[config.mk]
export PLATFORM = sky130hd
export DESIGN_NAME = hazard_pipe_regs
export DESIGN_NICKNAME = d
export VERILOG_FILES = /design/src/rtl/riscv_pipe_pkg.sv /design/src/rtl/pipe_stage_reg.sv /design/src/rtl/hazard_pipe_regs.sv
export SDC_FILE = /design/constraint.sdc
export NUM_CORES = 1
export LEC_CHECK = 0
export ABC_CLOCK_PERIOD_IN_PS = 3000
export CORE_AREA = 2 2 238 240
export CTS_CLUSTER_SIZE = 28
export DETAILED_ROUTE_END_ITERATION = 10
export DIE_AREA = 0 0 240 242
export RECOVER_POWER = 50
export SKIP_LAST_GASP = 1
export SLEW_MARGIN = 25
export SYNTH_ARGS = -nofsm -noshare
export SYNTH_HDL_FRONTEND = slang
export SYNTH_HIERARCHICAL = 1
export SYNTH_SLANG_ARGS = --single-unit
[constraint.sdc]
create_clock -name clk -period 3 [get_ports clk]
set_clock_uncertainty 0.05 [all_clocks]
set_input_delay 0.45 -clock clk [delete_from_list [all_inputs] [get_ports clk]]
set_output_delay 0.45 -clock clk [all_outputs]
set_load 0.01 [all_outputs]
[src/rtl/riscv_pipe_pkg.sv]
// Shared types and constants for the RV32I pipeline registers.
//   XLEN_DEFAULT : default datapath width
//   NOP_INSTR    : canonical bubble instruction (addi x0, x0, 0)
//   ctrl_t       : 10-bit decoded control bundle carried from ID to EX
package riscv_pipe_pkg;

  localparam int unsigned XLEN_DEFAULT = 32;

  localparam logic [31:0] NOP_INSTR = 32'h0000_0013;

  typedef struct packed {
    logic       RegWrite;
    logic [1:0] ResultSrc;
    logic       MemWrite;
    logic       Jump;
    logic       Branch;
    logic [2:0] ALUControl;
    logic       ALUSrc;
  } ctrl_t;

  localparam int unsigned CTRL_W = $bits(ctrl_t);

endpackage

[src/rtl/pipe_stage_reg.sv]
// Generic pipeline stage register with synchronous reset, clear and enable.
//   clk     : clock, rising edge
//   reset   : synchronous active-high reset, loads RST_VAL
//   i_en    : load i_d when high, otherwise hold
//   i_clr   : load CLR_VAL (bubble); overrides i_en
//   i_d     : next-stage data
//   o_q     : registered data
module pipe_stage_reg #(
  parameter int unsigned   W       = 32,
  parameter logic [W-1:0]  RST_VAL = '0,
  parameter logic [W-1:0]  CLR_VAL = '0
) (
  input  logic         clk,
  input  logic         reset,
  input  logic         i_en,
  input  logic         i_clr,
  input  logic [W-1:0] i_d,
  output logic [W-1:0] o_q
);

  logic [W-1:0] r_q;

  always_ff @(posedge clk) begin
    if (reset) begin
      r_q <= RST_VAL;
    end else if (i_clr) begin
      r_q <= CLR_VAL;
    end else if (i_en) begin
      r_q <= i_d;
    end
  end

  assign o_q = r_q;

endmodule

[src/rtl/hazard_pipe_regs.sv]
// PC, IF/ID and ID/EX registers of the 5-stage RV32I core, driven by the
// hazard unit's stall/flush outputs, plus saturating hazard counters.
//   clk, reset                 : clock and synchronous active-high reset
//   StallF/StallD              : hold PC / hold IF/ID
//   FlushD/FlushE              : bubble IF/ID / bubble ID/EX
//   PCSrcE, PCTargetE          : taken branch/jump redirect from EX
//   InstrF                     : instruction fetched at PCF
//   PCF                        : fetch address
//   InstrD, PCD, PCPlus4D, ValidD : IF/ID contents
//   CtrlD, RD1D, RD2D, ImmExtD, Rs1D, Rs2D, RdD : decode-stage inputs
//   CtrlE, RD1E, RD2E, ImmExtE, PCE, PCPlus4E, Rs1E, Rs2E, RdE, ValidE : ID/EX
//   ResultSrcE0                : load-in-EX flag for hazard detection
//   StallCnt, FlushCnt, BubbleCnt : saturating performance counters
module hazard_pipe_regs
  import riscv_pipe_pkg::*;
#(
  parameter int unsigned     XLEN     = XLEN_DEFAULT,
  parameter logic [XLEN-1:0] RESET_PC = '0,
  parameter int unsigned     CNT_W    = 32
) (
  input  logic             clk,
  input  logic             reset,
  input  logic             StallF,
  input  logic             StallD,
  input  logic             FlushD,
  input  logic             FlushE,
  input  logic             PCSrcE,
  input  logic [XLEN-1:0]  PCTargetE,
  input  logic [31:0]      InstrF,
  output logic [XLEN-1:0]  PCF,
  output logic [31:0]      InstrD,
  output logic [XLEN-1:0]  PCD,
  output logic [XLEN-1:0]  PCPlus4D,
  output logic             ValidD,
  input  ctrl_t            CtrlD,
  input  logic [XLEN-1:0]  RD1D,
  input  logic [XLEN-1:0]  RD2D,
  input  logic [XLEN-1:0]  ImmExtD,
  input  logic [4:0]       Rs1D,
  input  logic [4:0]       Rs2D,
  input  logic [4:0]       RdD,
  output ctrl_t            CtrlE,
  output logic [XLEN-1:0]  RD1E,
  output logic [XLEN-1:0]  RD2E,
  output logic [XLEN-1:0]  ImmExtE,
  output logic [XLEN-1:0]  PCE,
  output logic [XLEN-1:0]  PCPlus4E,
  output logic [4:0]       Rs1E,
  output logic [4:0]       Rs2E,
  output logic [4:0]       RdE,
  output logic             ResultSrcE0,
  output logic             ValidE,
  output logic [CNT_W-1:0] StallCnt,
  output logic [CNT_W-1:0] FlushCnt,
  output logic [CNT_W-1:0] BubbleCnt
);

  localparam int unsigned IFID_W = 1 + 32 + 2 * XLEN;
  localparam int unsigned IDEX_W = 1 + CTRL_W + 5 * XLEN + 15;

  // Reset and flush leave the same bubble in IF/ID: {valid, instr, pc, pc+4}.
  localparam logic [IFID_W-1:0] IFID_BUBBLE = {1'b0, NOP_INSTR, {(2 * XLEN){1'b0}}};

  // PC register
  logic [XLEN-1:0] r_pcf;
  logic [XLEN-1:0] w_pcf_plus4;

  assign w_pcf_plus4 = r_pcf + XLEN'(4);

  // Redirect outranks stall so a taken branch is never lost.
  always_ff @(posedge clk) begin
    if (reset) begin
      r_pcf <= RESET_PC;
    end else if (PCSrcE) begin
      r_pcf <= PCTargetE;
    end else if (!StallF) begin
      r_pcf <= w_pcf_plus4;
    end
  end

  assign PCF = r_pcf;

  // IF/ID register
  logic [IFID_W-1:0] w_ifid_d;
  logic [IFID_W-1:0] w_ifid_q;

  assign w_ifid_d = {1'b1, InstrF, r_pcf, w_pcf_plus4};

  pipe_stage_reg #(
    .W       (IFID_W),
    .RST_VAL (IFID_BUBBLE),
    .CLR_VAL (IFID_BUBBLE)
  ) u_if_id (
    .clk   (clk),
    .reset (reset),
    .i_en  (~StallD),
    .i_clr (FlushD),
    .i_d   (w_ifid_d),
    .o_q   (w_ifid_q)
  );

  assign {ValidD, InstrD, PCD, PCPlus4D} = w_ifid_q;

  // ID/EX register: no EX stall, so it loads every cycle unless bubbled.
  logic [IDEX_W-1:0] w_idex_d;
  logic [IDEX_W-1:0] w_idex_q;

  assign w_idex_d = {1'b1, CtrlD, RD1D, RD2D, ImmExtD, PCD, PCPlus4D, Rs1D, Rs2D, RdD};

  pipe_stage_reg #(
    .W       (IDEX_W),
    .RST_VAL ('0),
    .CLR_VAL ('0)
  ) u_id_ex (
    .clk   (clk),
    .reset (reset),
    .i_en  (1'b1),
    .i_clr (FlushE),
    .i_d   (w_idex_d),
    .o_q   (w_idex_q)
  );

  assign {ValidE, CtrlE, RD1E, RD2E, ImmExtE, PCE, PCPlus4E, Rs1E, Rs2E, RdE} = w_idex_q;

  assign ResultSrcE0 = CtrlE.ResultSrc[0];

  // Saturating hazard counters
  logic [CNT_W-1:0] r_stall_cnt;
  logic [CNT_W-1:0] r_flush_cnt;
  logic [CNT_W-1:0] r_bubble_cnt;

  always_ff @(posedge clk) begin
    if (reset) begin
      r_stall_cnt  <= '0;
      r_flush_cnt  <= '0;
      r_bubble_cnt <= '0;
    end else begin
      if (StallF && !(&r_stall_cnt)) begin
        r_stall_cnt <= r_stall_cnt + CNT_W'(1);
      end
      if (FlushD && !(&r_flush_cnt)) begin
        r_flush_cnt <= r_flush_cnt + CNT_W'(1);
      end
      if (FlushE && !(&r_bubble_cnt)) begin
        r_bubble_cnt <= r_bubble_cnt + CNT_W'(1);
      end
    end
  end

  assign StallCnt  = r_stall_cnt;
  assign FlushCnt  = r_flush_cnt;
  assign BubbleCnt = r_bubble_cnt;

endmodule

# After elaboration in Yosys (flattened, before gate mapping)
# Index checks and enable logic that the tools add are counted.
[totals]
register_bits = 411
inputBits = 192
output_inout_bits = 412
word_cells = 26
[op_classes]
n_addsub = 4
eq_ne = 1
muxes = 3
n_reduce_logical = 11
[ops]
columns = ["op", "n"]
rows = [
  ["186-bit 2-to-1 mux", 1],
  ["32-bit by 1-bit adder with 32-bit output (second input constant)", 3],
  ["32-bit AND reduction", 3],
  ["32-bit 2-to-1 mux", 2],
  ["32-bit by 3-bit adder with 32-bit output (second input constant)", 1],
  ["2-bit OR reduction", 2],
  ["1-bit logical AND", 3],
  ["1-bit zero test", 3],
  ["2-bit by 1-bit inequality test with 1-bit output (second input constant)", 1],
]

# Depth between registers and ports, before layout
[logic_depth]
ltp_word = 3
ltp_mapped = 10
ltp_nobuf = 7

# Hierarchy
# Netlist, hierarchy kept.
[modules_own_cells]
columns = ["module", "n_inst", "cells_each", "area_per_inst_um2", "seq_area_each_um2"]
rows = [
  ["hazard_pipe_regs", 1, 881, 7133.1, 2562.5],
  ["pipe_stage_reg (u_id_ex)", 1, 601, 6701.4, 3723.6],
  ["pipe_stage_reg (u_if_id)", 1, 315, 3487.1, 1941.9],
]

# Worst setup path after synthesis
# Ideal clock, no wire load.
[synth_path]
kind = "register to register"
from = "register r_stall_cnt[0], in the netlist StallCnt[0]"
to = "register r_stall_cnt[30], in the netlist StallCnt[30]"
setup_ns = 0.070
arrival_time_ns = 2.025
t_required_ns = 2.880
slack_ns = 0.854
path_stages_with_launch = 8
path_buffers = 1
synth_period_minus_slack_ns = 2.146
cell_sequence = "dfxtp_1 -> ha_1 -> and4_1 -> buf_2 -> nand4_2 -> or3_1 -> or4_1 -> a21oi_1"
[synth_between]
elab_chain_len = 3
word_cells_on_any_way = 4
classes_between = "1 x add/sub; 3 x reduce/logical"
[synth_lines]
columns = ["item", "line_no", "text"]
rows = [
  ["start: declaration", "hazard_pipe_regs.sv:128", "logic [CNT_W-1:0] r_stall_cnt;"],
  ["start signal: assignment", "hazard_pipe_regs.sv:139", "r_stall_cnt <= r_stall_cnt + CNT_W'(1);"],
  ["parallel branches: the longest is 3 deep, another holds 32-bit by 1-bit adder with 32-bit output", "-", ""],
]
# Parallel ways; which one is timed is not known.
# A chain may end at the register's enable or synchronous reset.

# Final worst setup path
[layout_path]
from = "input FlushE"
to = "register u_id_ex.r_q[78], in the netlist u_id_ex/o_q[78]"
[layout_between]
elab_chain_len = 1
[layout_lines]
columns = ["item", "line_no", "text"]
rows = [
  ["start: declaration", "hazard_pipe_regs.sv:26", "input logic FlushE,"],
  ["2-bit OR reduction (no source line)", "-", ""],
  ["end signal: assignment", "pipe_stage_reg.sv:29", "r_q <= i_d;"],
  ["end: declaration", "pipe_stage_reg.sv:21", "logic [W-1:0] r_q;"],
]
# No other way between the ends.

==> flow_summary.ini <==
[min_path]
worstHoldPathType = in2reg
whs_path_depth = 2

[clocking]
cts_resized = 0
insertion_delay_ns = 0.59
cts-root-buf = clkbuf_16
clock_sinks = 411
cts.clk_slew.worst_paths_ns = 0.06
htree_levels = 2
holdBufCountCts = 0
post_cts_buffers = 0
clockBufferDepth = 3
cts_tree = yes
cts_buffers = 46

[worst_setup_path]
crit_type = in2reg
required_ns = 3.40
critPathArrivalTime_ns = 3.01
reg2reg_depth = 5
critical_path.max_fanout = 29
end_kind = flop
start_kind = input port

[synthesis]
synth_warnings = 6
synth-simple-area-share = 0.187
syn_area_per_cell_um2 = 9.64
synth_fa_ha_area_frac = 0.00289
post-synth-top-area-cell = dfxtp_1
synth.distinct_cells = 62
synth-compound-area-share = 0.0639
async_flop_share = 0
synthMuxAreaShare = 0.173
ys_top_cells_by_area = dfxtp_1 48%, mux2i_1 17%, nor2_1 7.5%
syn_area_um2 = 17300
synthXorXnorAreaFrac = 0.0445
syn_inst = 1797
synth_commonest_cells = 411 x dfxtp_1, 344 x nor2_1, 293 x mux2i_1
synth-edff-count = 0
synth_ff_type = dfxtp_1
synth_most_common_cell = dfxtp_1
yosysTopAreaCellShare = 0.475
yosysSeqAreaShare = 0.475
synth_top_family_by_area = simple AND/OR/NAND/NOR gates
ys_ff_latch = 411

[cells_and_area]
drive_gt1_frac = 0.0532
multi_input_area_um2 = 8180
regArea_um2 = 8230
n_fill_cell = 5358
fin_util = 0.456
area_growth_syn_to_layout_pct = 46.6
fin_nets = 2566

[timing]
finalSetupViolations = 0
worst_slew_pin_slew_ns = 1.80
slew_violations = 24
maxSlewHeadroom = -0.203
rsz0062_at_grt = no
min_period_ns = 2.62
finalSetupTns_ns = 0
max_freq_ghz = 0.382
finalHoldViolations = 0
period_share = 0.872

[placed_design]
routabilityCongestion = 0.862
port_buffers = 603
dp_hpwl_um = 45400

[pwr]
power.density_nw_per_um2 = 501
leakage_nw = 10.0
pwr-share-clk = 0.453
pwr-share-comb = 0.099
swShare = 0.235
p_int_w = 0.00972
switching_power_w = 0.00299
seqPwrFrac = 0.449
vdd_ir_drop_max_uv = 366

[global_routing]
grt_pass1_vias = 14682
overflow = 0
grt_pass1_wl_um = 90500
grt_max_degree = 187
track_usage = 0.201
antenna_found_initial = 10

[floorplanning]
rows = 87
die_height_um = 242
coreArea_um2 = 55700
top_level_ports = 604
initial_utilization = 0.311
fp.dieW_um = 240
die_area_um2 = 58100

[drt]
drc = 0
routed_wl_um = 61200
ant_nets = 0
num_vias = 15204
routedWlPerCell_um = 19.3
vias_per_cell = 4.81
drt-initial-drc-count = 814
drt_first_pass_iters = 5

[run]
maxCapViolations = 1

[status]
outcome = finished, violations left
violations = max-capacitance violations, max-slew violations
[power by group through the flow]
stage | registers [W] | clock network, W | logic, W
after detailed placement | 0.00583 | 0 | 0.00127
after global routing | 0.00572 | 0.00613 | 0.00134
after floorplan | 0.00586 | 0 | 0.000572
final | 0.00570 | 0.00575 | 0.00125
after global placement | 0.00582 | 0 | 0.00126
after CTS | 0.00571 | 0.00594 | 0.00127
[cell families (layout without fill, tap and decap cells)]
group                      after synthesis  count (layout)
buffers and inverters                  146             751
AOI/OAI and AO/OA                      178             178
muxes                                  299             299
and+or+nand+nor                        670             670
DFF                                    411             411
adders and majority gates                4               4
other                                    1               7
xor gates and xnor gates                88              88
[final cells by class]
type | instances | share of cell area
Inverter | 28 | 0.00429
Multi-Input combinational cell | 1242 | 0.322
Timing Repair Buffer | 641 | 0.251
Tap cell | 756 | 0.0372
Antenna cell | 4 | 0.000394
Clock inverter | 10 | 0.00690
Clock buffer | 72 | 0.0535
Sequential cell | 411 | 0.324
[sequential cells by signal (all words and copies together) (netlist names)]
register	cells
PCF	32
u_id_ex/o_q	186
u_if_id/o_q	97
FlushCnt	32
BubbleCnt	32
StallCnt	32
[path summary, 6_finish.rpt]
path / startpoint / end / slack [ns]
worst min register to register: u_if_id/o_q[64] / u_if_id/o_q[64] / 0.44
worst max register to register: BubbleCnt[7] / BubbleCnt[13] / 0.53
worst min-delay path: reset / BubbleCnt[2] / 0.25
worst max-delay path: FlushE / u_id_ex/o_q[78] / 0.38
[cell usage in the layout, fill, tap and decap left out, drive strengths merged, types with 23 or more instances in the layout]
cell	instances
mux2i	293
nor2	354
dlygate4sd3	132
buf	30
nand4	36
xnor2	54
o21ai	38
inv	27
or3	39
clkdlybuf4s50	469
xor2	34
dfxtp	411
nand3	54
a21oi	75
clkbuf	82
nand2	61
o31ai	23
[worst max-delay path, cell delays in order]
cell,delay [ns]
clkdlybuf4s50_1,0.49
clkbuf_1,0.26
or2_1,1.36
clkbuf_1,0.33
nor2_1,0.09
[through the flow]
step                hold slack [ns]  setup slack, ns  instances  area (um2)  power [W]
floorplan                     0.452            0.854       1799       17300    0.00643
global placement              0.413            0.322       3078       23900    0.00708
detailed placement            0.417            0.298       3078       23900    0.00709
CTS                           0.205            0.497       3160       25400     0.0129
global route                  0.237            0.211       3164       25400     0.0132
finish                        0.250            0.385       3164       25400     0.0127
[routing by layer]
| metal | track usage | vias up | wire length, um | share of wire |
|---|---|---|---|---|
| met2 | 0.357 | 496 | 30500 | 0.50 |
| met1 | 0.224 | 7226 | 23800 | 0.39 |
| li1 | - | 7382 | - | - |
| met5 | 0 | - | 79 | 0.0013 |
| met4 | 0.0557 | 12 | 1190 | 0.019 |
| met3 | 0.0733 | 88 | 5690 | 0.093 |
No activity file was read; power rests on OpenSTA's default activity.
